[src/rtl/tas_pkg.sv]
// Shared constants, state encoding and helpers for the temperature averaging front end.
// Latency: n/a (package).
// Backpressure: n/a (package).
package tas_pkg;

  localparam int BYTE_W     = 8;
  localparam int DATA_BYTES = 4;
  localparam int CNT_W      = $clog2(DATA_BYTES);
  localparam int SUM_W      = BYTE_W + CNT_W;
  localparam int BIT_CNT_W  = $clog2(BYTE_W);

  localparam logic [BYTE_W-1:0] HDR_A = 8'hA5;
  localparam logic [BYTE_W-1:0] HDR_B = 8'hC3;

  typedef enum logic [1:0] {
    HDR,
    TEMP,
    NONTEMP,
    WRITE
  } state_t;

  // True when a header byte announces a temperature packet.
  function automatic logic is_temp_hdr(input logic [BYTE_W-1:0] b);
    return (b == HDR_A) || (b == HDR_B);
  endfunction

endpackage

[src/rtl/tas_deser.sv]
// LSB-first serial-to-byte deserializer qualified by data_ena.
// Latency: byte_done pulses 1 cycle after the edge sampling bit 7.
// Backpressure: none; a data_ena gap simply freezes the bit position.
module tas_deser
  import tas_pkg::*;
(
  input  logic              clk_50,
  input  logic              reset_n,
  input  logic              serial_data,
  input  logic              data_ena,
  output logic              byte_done,
  output logic [BYTE_W-1:0] byte_dat
);

  localparam logic [BIT_CNT_W-1:0] LAST_BIT = BIT_CNT_W'(BYTE_W - 1);

  logic [BIT_CNT_W-1:0] bit_cnt;
  logic [BYTE_W-2:0]    shreg;

  // Collect qualified bits; the final bit goes straight into the output byte.
  always_ff @(posedge clk_50 or negedge reset_n) begin
    if (!reset_n) begin
      bit_cnt   <= '0;
      shreg     <= '0;
      byte_done <= 1'b0;
      byte_dat  <= '0;
    end else begin
      byte_done <= 1'b0;
      if (data_ena) begin
        if (bit_cnt == LAST_BIT) begin
          byte_dat  <= {serial_data, shreg};
          byte_done <= 1'b1;
          bit_cnt   <= '0;
        end else begin
          shreg[bit_cnt] <= serial_data;
          bit_cnt        <= bit_cnt + 1'b1;
        end
      end
    end
  end

endmodule

[src/rtl/tas_pkt_avg.sv]
// Frames bytes into header+4 packets and writes the floor average of A5/C3 packets.
// Latency: avg_wr asserts 2 cycles after the edge sampling the last bit of data byte 4.
// Backpressure: fifo_full during WRITE drops the average and sets sticky overflow.
module tas_pkt_avg
  import tas_pkg::*;
(
  input  logic              clk_50,
  input  logic              reset_n,
  input  logic              serial_data,
  input  logic              data_ena,
  input  logic              fifo_full,
  output logic [BYTE_W-1:0] avg_data,
  output logic              avg_wr,
  output logic              overflow
);

  localparam logic [CNT_W-1:0] LAST_DATA = CNT_W'(DATA_BYTES - 1);

  logic              byte_done;
  logic [BYTE_W-1:0] byte_dat;

  state_t            state;
  state_t            state_nxt;
  logic [CNT_W-1:0]  byte_cnt;
  logic [SUM_W-1:0]  sum;

  tas_deser u_deser (
    .clk_50      (clk_50),
    .reset_n     (reset_n),
    .serial_data (serial_data),
    .data_ena    (data_ena),
    .byte_done   (byte_done),
    .byte_dat    (byte_dat)
  );

  // State register.
  always_ff @(posedge clk_50 or negedge reset_n) begin
    if (!reset_n) begin
      state <= HDR;
    end else begin
      state <= state_nxt;
    end
  end

  // Packet framing: header picks the path, 4 data bytes later return to HDR.
  always_comb begin
    state_nxt = state;
    case (state)
      HDR: begin
        if (byte_done) begin
          state_nxt = is_temp_hdr(byte_dat) ? TEMP : NONTEMP;
        end
      end
      TEMP: begin
        if (byte_done && (byte_cnt == LAST_DATA)) begin
          state_nxt = WRITE;
        end
      end
      NONTEMP: begin
        if (byte_done && (byte_cnt == LAST_DATA)) begin
          state_nxt = HDR;
        end
      end
      WRITE: begin
        state_nxt = HDR;
      end
      default: begin
        state_nxt = HDR;
      end
    endcase
  end

  // Accumulate data bytes and emit the truncated average (sum >> 2) once per packet.
  always_ff @(posedge clk_50 or negedge reset_n) begin
    if (!reset_n) begin
      byte_cnt <= '0;
      sum      <= '0;
      avg_data <= '0;
      avg_wr   <= 1'b0;
      overflow <= 1'b0;
    end else begin
      avg_wr <= 1'b0;
      case (state)
        HDR: begin
          if (byte_done) begin
            sum      <= '0;
            byte_cnt <= '0;
          end
        end
        TEMP: begin
          if (byte_done) begin
            sum      <= sum + SUM_W'(byte_dat);
            byte_cnt <= byte_cnt + 1'b1;
          end
        end
        NONTEMP: begin
          if (byte_done) begin
            byte_cnt <= byte_cnt + 1'b1;
          end
        end
        WRITE: begin
          if (!fifo_full) begin
            avg_data <= sum[SUM_W-1:CNT_W];
            avg_wr   <= 1'b1;
          end else begin
            overflow <= 1'b1;
          end
        end
        default: begin
          byte_cnt <= '0;
        end
      endcase
    end
  end

endmodule

[config.mk]
export PLATFORM = sky130hd
export DESIGN_NAME = tas_pkt_avg
export DESIGN_NICKNAME = d
export VERILOG_FILES = /design/src/rtl/tas_pkg.sv /design/src/rtl/tas_deser.sv /design/src/rtl/tas_pkt_avg.sv
export SDC_FILE = /design/constraint.sdc
export NUM_CORES = 1
export LEC_CHECK = 0
export CAP_MARGIN = 20
export CORE_MARGIN = 5
export CORE_UTILIZATION = 58
export DETAILED_ROUTE_END_ITERATION = 6
export MAX_ROUTING_LAYER = met4
export PLACE_DENSITY = 0.79
export SYNTH_ARGS = -nofsm -noshare
export SYNTH_HDL_FRONTEND = slang
export SYNTH_SLANG_ARGS = --single-unit
[constraint.sdc]
create_clock -name clk_50 -period 2.4 [get_ports clk_50]
set_clock_uncertainty 0.2 [all_clocks]
set_input_delay 0.72 -clock clk_50 [delete_from_list [all_inputs] [get_ports clk_50]]
set_output_delay 0.72 -clock clk_50 [all_outputs]
set_load 0.01 [all_outputs]
==> results_dict.tcl <==
set metrics [dict create \
    cts_max_level 2 \
    viasPerCell 5.775 \
    hp-start "overflow" \
    drive_above_1_share_pct 22.38 \
    place_hpwl_mm 3.012 \
    final_common_cell "dfrtp_1" \
    r2r_cells 8 \
    worst-path-max-fanout 3 \
    portBuffers 14 \
    synth_edf_count 0 \
    min_period_ns 2.320 \
    grt_pass1_vias 1513 \
    fin_nets 230 \
    max_slew_margin_pct 65.38 \
    crit_path_start_kind "register" \
    drt_iter0_markers 69 \
    min_delay_path_depth 1 \
    rr_endpoint "sum[8]" \
    synth_top_area_share_pct 49.45 \
    critPathCaptureType "register" \
    finalSetupViolCount 0 \
    grt_antenna_before_repair 0 \
    first_pass_iters 4 \
    outcome "complete, no violations" \
    core_area_mm2 0.003661 \
    n_fill_cell 264 \
    die_h_um 71.25 \
    power_density_mw_per_mm2 907.4 \
    die_area_mm2 0.005077 \
    grt_max_degree 44 \
    fmax_ghz 0.4310 \
    grt_usage_pct 18.71 \
    p_leak_nw 1.207 \
    cts_tree "built" \
    synthFlopType "dfrtp_1" \
    overflow 0 \
    place_congestion 0.8827 \
    initial_core_util_pct 59.43 \
    ys_ff_latch 43 \
    clk_pin_slew_ns 0.08 \
    insertion_delay_ns 0.30 \
    rows 22 \
    synth.yosys.seq_area_share_pct 49.45 \
    irDropWorstVdd_v 0.0006835 \
    syn_nets 209 \
    yosysWarnings 0 \
    hold_class "register to register" \
    fin_crit_sh_pct 96.67 \
    root_buffer "clkbuf_8" \
    rsz0062_at_grt "false" \
    synthArstFlopShare_pct 100.0 \
    clock-sinks 43 \
    clockBufferDepth 2 \
    rrSetupSlack_ns 0.08 \
    total_power_mw 2.288 \
    vias 1490 \
    cts_buffers 5 \
    io_pins 15 \
    ant_nets 0 \
    syn_area_mm2 0.002176 \
    antennaDiodeCount 0 \
    holdWs_ns 0.2593 \
    yosys-top-cells-area "dfrtp_1 49%, mux2_2 14%, ha_1 8.6%" \
    most-common-layout-cells "43 x dfrtp_1, 27 x mux2_2, 16 x nand2_1" \
    ys_types 36 \
    worstMarginPinSlew_ns 0.5193 \
    hold_violations 0 \
    crit_arrival_ns 2.31 \
    wl_per_cell_um 15.93 \
    drc 0 \
    post_cts_buffers 0 \
    critPathRequiredTime_ns 2.39 \
    yosys.area.top_type "dfrtp_1" \
    grt_pass1_wl_mm 7.224 \
    syn_area_per_cell_um2 11.57 \
    setup_tns_ns 0 \
    syn_to_final_growth_pct 15.87 \
    hold_end "overflow" \
    drt-total-wl_mm 4.111 \
    timing.rr.start "u_deser.byte_dat[0]" \
    cap_viol_max_count 0 \
    synth_cells 188 \
    final-max-slew-violation-count 0 \
    path_class "register to register" \
    die_w_um 71.25 \
]
==> state kept, by name, summed over array words and instances (netlist names) <==
signal	count
avg_data	8
avg_wr	1
state	2
byte_cnt	2
overflow	1
u_deser.byte_dat	8
u_deser.byte_done	1
u_deser.bit_cnt	3
sum	10
u_deser.shreg	7
==> synthesized netlist by cell type (2+ instances only) <==
library cell  instances
a21o_1                5
a21oi_1               6
a32o_1                3
clkbuf_1              4
dfrtp_1              43
ha_1                 15
inv_1                12
mux2_2               27
nand2_1              16
nand3_1               2
nand3b_1              3
nor2_1                7
nor2b_1               2
nor3_1                4
nor3b_1               2
o211ai_1              3
o21a_1                3
o21ai_0              10
o31ai_1               2
o41ai_1               2
or3_1                 2
==> worst max-delay path, stage by stage, from the launching register on <==
cell	delay, ns
dfrtp_1	0.41
ha_2	0.21
inv_2	0.06
fa_2	0.22
nor2b_4	0.05
o31a_1	0.25
o21a_1	0.21
o41ai_2	0.25
mux2_2	0.37
==> routing by layer <==
metal	routed length (um)	part of all wire, %	global-route usage (%)	up-vias
met5	0	0	-	-
met4	89	2.2	7.307	0
met3	222	5.4	4.348	9
met2	2134	52	32.24	40
met1	1665	41	20.95	726
li1	-	-	-	715
==> area by class of cell <==
type	count	area [um^2]	share of cell area (%)
clock buffers	6	82.58	3.275
clock inverters	2	35.03	1.390
inverters	12	45.04	1.787
multi-input cells	129	1045	41.44
flip-flops and latches	43	1076	42.68
well taps	48	60.06	2.382
repair buffers	18	177.7	7.047
==> through the flow <==
step | utilization, % | area [um^2] | setup WS [ns] | instances
2_1_floorplan | - | 2176 | 0.2029 | 188
3_3_place_gp | 65.52 | 2399 | 0.04839 | 250
3_5_place_dp | 65.52 | 2399 | 0.0009928 | 250
4_1_cts | 68.73 | 2516 | 0.02436 | 258
5_1_grt | 68.87 | 2521 | 0.02818 | 258
6_report | 68.87 | 2521 | 0.07980 | 258
==> power breakdown <==
group | switching, mW | total, mW | internal [mW]
registers | 0.175 | 1.08 | 0.904
clock network | 0.239 | 0.576 | 0.336
logic | 0.301 | 0.634 | 0.332
==> worst max-delay path by stage <==
stage | cells after the start | slack, ns | endpoint | startpoint
after CTS | 8 | 0.02 | sum[8] | u_deser.byte_dat[0]
after detailed placement | 4 | 0.001 | u_deser.shreg[5] | data_ena
after global routing | 8 | 0.03 | sum[8] | u_deser.byte_dat[0]
final | 8 | 0.08 | sum[8] | u_deser.byte_dat[0]
after global placement | 4 | 0.05 | u_deser.shreg[5] | data_ena
after floorplan | 8 | 0.20 | sum[8] | u_deser.byte_dat[0]
==> logic make-up after synthesis <==
| kind of cell | Yosys count | share of synthesized area (%) |
|---|---|---|
| buffers and inverters | 16 | 2.760 |
| xor gates and xnor gates | 2 | 0.8052 |
| DFF | 43 | 49.45 |
| adders and majority gates | 16 | 9.546 |
| AOI/OAI and AO/OA | 39 | 12.48 |
| and+or+nand+nor | 45 | 10.98 |
| muxes | 27 | 13.97 |
==> repair_timing <==
| action | 4_1_cts | 5_1_grt |
|---|---|---|
| hold buffers | 0 | 0 |
| gates resized for setup | 0 | 3 |
| endpoints found under the setup margin | 0 | 2 |
Note: power is estimated with default switching activity, not from simulation.
